**src/rtl/subtractor_8bits_serial_pkg.sv**
```systemverilog
// Shared encodings and defaults for the bit-serial subtractor.
package subtractor_8bits_serial_pkg;
  localparam int DEF_WIDTH = 8;

  localparam logic [1:0] STATE_IDLE = 2'd0;
  localparam logic [1:0] STATE_RUN  = 2'd1;
  localparam logic [1:0] STATE_DONE = 2'd2;

  typedef enum logic [1:0] {
    S_IDLE = STATE_IDLE,
    S_RUN  = STATE_RUN,
    S_DONE = STATE_DONE
  } state_t;
endpackage

```
**src/rtl/subtractor_8bits_serial_full_subtractor.sv**
```systemverilog
// One-bit full subtractor cell: diff = x - y - bin, with borrow out.
module full_subtractor (
  input  logic x,
  input  logic y,
  input  logic bin,
  output logic diff,
  output logic bout
);
  assign diff = x ^ y ^ bin;
  assign bout = (~x & y) | (~(x ^ y) & bin);
endmodule

```
**src/rtl/subtractor_8bits_serial.sv**
```systemverilog
// Bit-serial subtractor: d = a - b over WIDTH cycles, LSB first, with
// a start/busy/done handshake.
module subtractor_8bits_serial
  import subtractor_8bits_serial_pkg::*;
#(
  parameter int WIDTH = DEF_WIDTH
) (
  input  logic             clk,
  input  logic             rst,
  input  logic             start,
  input  logic [WIDTH-1:0] a,
  input  logic [WIDTH-1:0] b,
  output logic             busy,
  output logic             done,
  output logic [WIDTH-1:0] d,
  output logic             borrow
);
  localparam int CW = $clog2(WIDTH) + 1;

  state_t           state, state_nxt;
  logic [WIDTH-1:0] sa, sb, res;
  logic             br;
  logic [CW-1:0]    cnt;
  logic             diff_bit, br_next, last;

  full_subtractor u_fs (
    .x    (sa[0]),
    .y    (sb[0]),
    .bin  (br),
    .diff (diff_bit),
    .bout (br_next)
  );

  assign last = (cnt == CW'(WIDTH - 1));
  assign busy = (state == S_RUN);
  assign done = (state == S_DONE);

  always_ff @(posedge clk or posedge rst) begin
    if (rst) state <= S_IDLE;
    else     state <= state_nxt;
  end

  always_comb begin
    state_nxt = state;
    case (state)
      S_IDLE:  if (start) state_nxt = S_RUN;
      S_RUN:   if (last)  state_nxt = S_DONE;
      S_DONE:  state_nxt = S_IDLE;
      default: state_nxt = S_IDLE;
    endcase
  end

  always_ff @(posedge clk or posedge rst) begin
    if (rst) begin
      sa     <= '0;
      sb     <= '0;
      res    <= '0;
      br     <= 1'b0;
      cnt    <= '0;
      d      <= '0;
      borrow <= 1'b0;
    end else begin
      case (state)
        S_IDLE: if (start) begin
          sa  <= a;
          sb  <= b;
          br  <= 1'b0;
          cnt <= '0;
        end
        S_RUN: begin
          res <= {diff_bit, res[WIDTH-1:1]};
          sa  <= sa >> 1;
          sb  <= sb >> 1;
          br  <= br_next;
          cnt <= cnt + CW'(1);
          // Publish only on the final bit so d/borrow hold between results.
          if (last) begin
            d      <= {diff_bit, res[WIDTH-1:1]};
            borrow <= br_next;
          end
        end
        default: ;
      endcase
    end
  end
endmodule

```
**config.mk**
```make
export PLATFORM = sky130hd
export DESIGN_NAME = subtractor_8bits_serial
export DESIGN_NICKNAME = d
export VERILOG_FILES = /design/src/rtl/subtractor_8bits_serial_pkg.sv /design/src/rtl/subtractor_8bits_serial_full_subtractor.sv /design/src/rtl/subtractor_8bits_serial.sv
export SDC_FILE = /design/constraint.sdc
export NUM_CORES = 1
export LEC_CHECK = 0
export ABC_AREA = 1
export CAP_MARGIN = 40
export CORE_UTILIZATION = 45
export DETAILED_ROUTE_END_ITERATION = 7
export PLACE_DENSITY = 0.73
export SLEW_MARGIN = 20
export SYNTH_ARGS = -nofsm -noshare
export SYNTH_HDL_FRONTEND = slang
export SYNTH_HIERARCHICAL = 1
export SYNTH_SLANG_ARGS = --single-unit
```
**constraint.sdc**
```tcl
create_clock -name clk -period 1.55 [get_ports clk]
set_input_delay 0.2325 -clock clk [delete_from_list [all_inputs] [get_ports clk]]
set_output_delay 0.2325 -clock clk [all_outputs]
set_load 0.005 [all_outputs]
```
Word-level counts from Yosys, hierarchy flattened
Index checks and enable logic that the tools add are counted.

Memory bits (writable): 0. Register bits after elaboration: 40. Bits in latches: 0. ROM bits: 0. Logic and storage cells: 37. Memories: 0.

Multiplexer cells: 11. Reduce and logical (&&, ||, !) cells: 5. $mul: 0. Div/mod/pow operators: 0. Bitwise logic cells: 7. $lt $le $gt $ge: 0. Shift operators: 0. Equal/unequal tests: 5. Add/sub/neg operators: 1.

Operator list (count): $pmux W8 S2 (2); $mux W8 (2); $pmux W4 S2 (1); $reduce_and A2 Y1 (3); $add A4 B1 Y4 const B (1); $eq A4 B3 Y1 const B (1); $mux W2 (2); $mux W4 (1); $pmux W2 S2 (1); $and A1 B1 Y1 (2); $eq A2 B1 Y1 const B (1); $eq A2 B2 Y1 const B (1); $logic_not A2 Y1 (1); $ne A2 B1 Y1 const B (1); $ne A2 B2 Y1 const B (1); $not A1 Y1 (2); $pmux W1 S2 (1); $reduce_bool A2 Y1 (1); $xor A1 B1 Y1 (2); $mux W1 (1); $or A1 B1 Y1 (1).

Longest topological paths before layout
Gate-level depths: netlist of the first run.

Depth in word-level cells: 5. Mapped depth: 6. Gate-level depth less buffers: 6.

Hierarchy
Netlist of the first run, hierarchy kept.

Modules (own cells, without submodules): subtractor_8bits_serial (cells an instance 190, times used 1, sequential area each 975.9 um^2, area an instance 1676.6 um^2); full_subtractor (cells an instance 4, times used 1, sequential area each 0.0 um^2, area an instance 31.3 um^2).

Worst setup path after synthesis of the first run
OpenSTA, ideal clock, no wires.

Path kind: flip-flop to flip-flop. Start point: reg cnt[0]. End point: reg d[7]. Period minus slack after synthesis: 1113 ps. Data arrival time: 996 ps. Cell stages (with the launch flop): 7. Path slack: 437 ps. Required time: 1433 ps. Path through: dfrtp_1 -> ha_1 -> nand2_1 -> nor2_2 -> buf_4 -> nand3_1 -> nand2_1.

Word-level cells in the longest chain between the ends: 2.

RTL lines: start: declaration (RTL line subtractor_8bits_serial.sv:23) `logic [CW-1:0] cnt;`; start signal: assignment (RTL line subtractor_8bits_serial.sv:75) `cnt <= cnt + CW'(1);`; $eq A4 B3 Y1 (RTL line subtractor_8bits_serial.sv:34) `assign last = (cnt == CW'(WIDTH - 1));`; $reduce_and A2 Y1 (no source line); end signal: assignment (RTL line subtractor_8bits_serial.sv:78) `d <= {diff_bit, res[WIDTH-1:1]};`; end: declaration (RTL line subtractor_8bits_serial.sv:15) `output logic [WIDTH-1:0] d,`.

No other way between the ends. A chain may end at the register's enable or synchronous reset.

Worst setup path in the final report of the first run
Start point: reg state[0]. End point: out busy.

Word-level cells in the longest chain between the ends: 1.

RTL lines: start: declaration (RTL line subtractor_8bits_serial.sv:20) `state_t state, state_nxt;`; start signal: assignment (RTL line subtractor_8bits_serial.sv:40) `else state <= state_nxt;`; $eq A2 B1 Y1 (RTL line subtractor_8bits_serial.sv:35) `assign busy = (state == S_RUN);`; end: declaration (RTL line subtractor_8bits_serial.sv:13) `output logic busy,`.

No other way between the ends.

==> metrics list, run 1 <==
- The count of nets left with antenna violations once routing finished came out at 0.
* Setup-failing EPs final: 0
- Critical Path AT: 1.22 ns
- VDD sags by at most 0.000822 V.
- The first global-routing pass estimated 5810 um of wire.
- Number of max-capacitance violations reported: 0
- TritonCTS built the clock tree.
- In this run the worst path has a maximum fanout of 3.
- The Yosys step of the flow raised 6 warnings.
- After detailed routing, the average wire length per cell comes to 11.5 um.
- Net count, final: 250
- I/O pin count: 30
- Post-synthesis area per instance: ~9 um^2
* Final hold viol count: 0
- Slew Limit Headroom: 74.0%
* Flop and latch count out of synthesis: 39
- For this design, the slowest cell found on the critical path is sky130_fd_sc_hd__dfrtp_1.
- The synthesized netlist contains 19 unique library cells.
* Clock Skews: 0.00397 ns
- Clock tree synthesis inserted a total of 5 buffers.
- In this run the core area contains 22 standard-cell rows.
- Share of synthesized area occupied by flip-flops and latches: 57.1%
- The critical path is of the reg2out type.
* Critical path launch point type: register
* FF-to-FF Start: state[0]
- Count of port buffers added during placement: 29
- Post-synthesis to final-layout area growth: 27.8%
- Static timing analysis puts the maximum clock frequency at 689 MHz.
- Clock-pin slew was measured on the worst setup and hold paths at roughly 0.070 ns.
* Fraction of layout instances using a drive strength above 1: 10.4%
- The number of nets in the synthesized netlist is around 220.
* Initial core utilization: 46.7%
- The longest clock path from root to sink contains 2 buffers.
* DIE AREA: about 4000 um^2
- Entering global routing, the biggest net connects 40 pins.
- Final global-route overflow total: 0
* Worst setup path start: state[0]
- The critical path crosses 4 cells after its start point.
- Drt pass-1 iters: 4
* Area taken by multi-input logic gates: 622 um^2
* Result of the run: finished clean
- Placer congestion estimate: a little over 0.7
- Once placement completed, the tool counted placed cells totaling between 200 and 300.
* Setup TNS Final: 0 ns
* Later-pin clock latency in the skew report: 0.29 ns
- Vias in the first global route: 1,311
- Top Family by Delay on Critical Path: buffers and inverters
* Violation count after the first detailed-routing iteration: 70
- Mapped Area: 1710 um^2
* Maximum level of the CTS H-tree: 2
* Sequential cell area: 976 um^2
- In the finished design, the share of the clock period the worst path needs comes to 93.7%.
* Core footprint: between 3000 and 4000 um^2
- Routed via count: 1,371
* P per Cell Area: 1900 nW/um^2
* Filler Cells Inserted: 299
- Non-filler cells, final: around 280
- RSZ-0062 raised after global routing: no
- Number of buffers and inverters on the critical path: 3
- The clock drives 39 sinks.
- The number of antenna violations at the first check in global routing was 0.
- Across every metal layer, demand over resource in global routing totals 18.9%.
- Measured in cells, the most critical reg-to-reg path has a length of 8.
- The cell count after synthesis came out at ~190.
- Delay contributed by the slowest stage of the critical path: about 0.4 ns
- Traced cell by cell, the critical path runs through buf_4, nand2_2, inv_4, dlygate4sd2_1.
- In the routed layout, each cell is associated on average with a via count of 4.93.
- Cell at the root of the clock tree: sky130_fd_sc_hd__clkbuf_8
- Hold/Removal Path Class: in2async
- The worst setup path is captured at an output pin.
- Y dimension of the die: around 64 um
- Final HPWL from detailed placement: 1970 um
- For this run, design rule violations remaining after detail routing come to 0.
- Data on the critical path is required at its endpoint by 1.32 ns.
- For the pin with the worst max-slew slack, the measured transition is about 0.39 ns.
- Number of pins exceeding their max-slew limit in the final report: 0
* Register-to-register setup slack: ~0.14 ns
- Post-layout util: 59.6%
* Total Routed Length: 3200 um
- Sum of internal, switching and leakage power: 4.15 mW
* Antenna cells: 0
- Die Wd: approximately 64 um
- After layout, the minimum clock period comes to 1.45 ns.
- In this run the static leakage power is between 1 and 1.5 nW.
-- routing by layer --
metal | up-vias | GRT usage [%] | share of wire [%]
li1 | 693 | - | -
met4 | 0 | 8.24 | 1.9
met5 | - | 0 | 0
met3 | 7 | 5.80 | 5.3
met2 | 38 | 28.6 | 44
met1 | 633 | 24.9 | 49
-- cell usage in the layout (no fill, tap or decap) --
master	count
sky130_fd_sc_hd__clkdlybuf4s50_1	27
sky130_fd_sc_hd__nor2_1	2
sky130_fd_sc_hd__dfrtp_1	39
sky130_fd_sc_hd__o21ai_1	3
sky130_fd_sc_hd__nand2_1	75
sky130_fd_sc_hd__o21bai_1	1
sky130_fd_sc_hd__inv_2	1
sky130_fd_sc_hd__clkinv_2	1
sky130_fd_sc_hd__buf_12	1
sky130_fd_sc_hd__nand3_1	46
sky130_fd_sc_hd__inv_1	7
sky130_fd_sc_hd__fa_1	1
sky130_fd_sc_hd__inv_4	1
sky130_fd_sc_hd__nor2_4	1
sky130_fd_sc_hd__buf_4	8
sky130_fd_sc_hd__bufinv_16	1
sky130_fd_sc_hd__dlymetal6s2s_1	1
sky130_fd_sc_hd__dlygate4sd2_1	1
sky130_fd_sc_hd__clkbuf_8	6
sky130_fd_sc_hd__ha_1	1
sky130_fd_sc_hd__nor2_2	1
sky130_fd_sc_hd__nand2_2	3
sky130_fd_sc_hd__nand4_1	1
sky130_fd_sc_hd__o21ai_0	1
-- cell families after synthesis --
family / after synthesis / share of synthesized area [%]
adder cells (fa/ha/maj): 2 / 1.90
AND/OR/NAND/NOR: 129 / 32.9
AO/OA/AOI/OAI: 5 / 1.61
flip-flops: 39 / 57.1
buffers and inverters: 19 / 6.45
-- worst min-delay path: cells and delay by family --
family / cells / cell delay, ns
buffers and inverters: 3 / 0.72
-- report_power, final --
| part | switching [mW] | internal (mW) |
|---|---|---|
| sequential | 0.278 | 1.47 |
| combinational | 0.807 | 0.714 |
| clock | 0.358 | 0.521 |
| total | 1.44 | 2.70 |
-- stage by stage --
stage                     hold WS, ns  instance area [um^2]  setup WS [ns]
after global placement          0.454                  2040          0.176
after floorplan                 0.342                  1710          0.428
final                           0.300                  2180         0.0976
after CTS                       0.314                  2170        0.00772
after detailed placement        0.459                  2040          0.178
after global routing            0.329                  2180       0.000702
-- synth_stat cells --
cell | n | area share [%]
sky130_fd_sc_hd__nand2_1 | 75 | 16
sky130_fd_sc_hd__nand3_1 | 46 | 13
sky130_fd_sc_hd__dfrtp_1 | 39 | 57
sky130_fd_sc_hd__inv_1 | 7 | 1.5
sky130_fd_sc_hd__buf_2 | 5 | 1.5
sky130_fd_sc_hd__buf_6 | 3 | 2.0
sky130_fd_sc_hd__nand2_2 | 3 | 1.1
sky130_fd_sc_hd__o21ai_1 | 3 | 0.88
sky130_fd_sc_hd__buf_4 | 2 | 0.88
sky130_fd_sc_hd__nor2_1 | 2 | 0.44
sky130_fd_sc_hd__fa_1 | 1 | 1.2
sky130_fd_sc_hd__ha_1 | 1 | 0.73
sky130_fd_sc_hd__inv_2 | 1 | 0.22
sky130_fd_sc_hd__inv_4 | 1 | 0.37
sky130_fd_sc_hd__nand4_1 | 1 | 0.37
sky130_fd_sc_hd__nor2_2 | 1 | 0.37
sky130_fd_sc_hd__nor2_4 | 1 | 0.66
sky130_fd_sc_hd__o21ai_0 | 1 | 0.29
sky130_fd_sc_hd__o21bai_1 | 1 | 0.44
-- final timing paths --
check	end
max in group asynchronous	d[2]
max reg2reg	borrow
min reg2reg	d[6]
max	busy
min	sa[4]
min in group clk	sb[7]
-- repair_timing --
| item | in CTS | in global routing |
|---|---|---|
| hold buffers | 0 | 0 |
| pin swaps | 0 | 1 |
| setup endpoints to repair | 2 | 1 |
| resized for setup | 1 | 1 |
| buffers inserted | 2 | 1 |
-- flip-flops by register name (all words and copies together), names as in the netlist --
signal  cells
borrow      1
br          1
cnt         4
d           8
res         7
sa          8
sb          8
state       2
-- final cells by class --
type / count / area share, %
Timing Repair Buffer: 38 / 17.0
Multi-Input combinational cell: 136 / 28.5
Sequential cell: 39 / 44.7
Tap cell: 48 / 2.75
Clock buffer: 6 / 3.78
Inverter: 9 / 1.66
Clock inverter: 2 / 1.60
Power figures use the tool's default switching activity.
==> run 2: changes to the inputs <==
HOLD_SLACK_MARGIN = 0.02   (was not set)
==> results of run 2 <==
Final layout, timing and power as in run 1 (identical DEF).
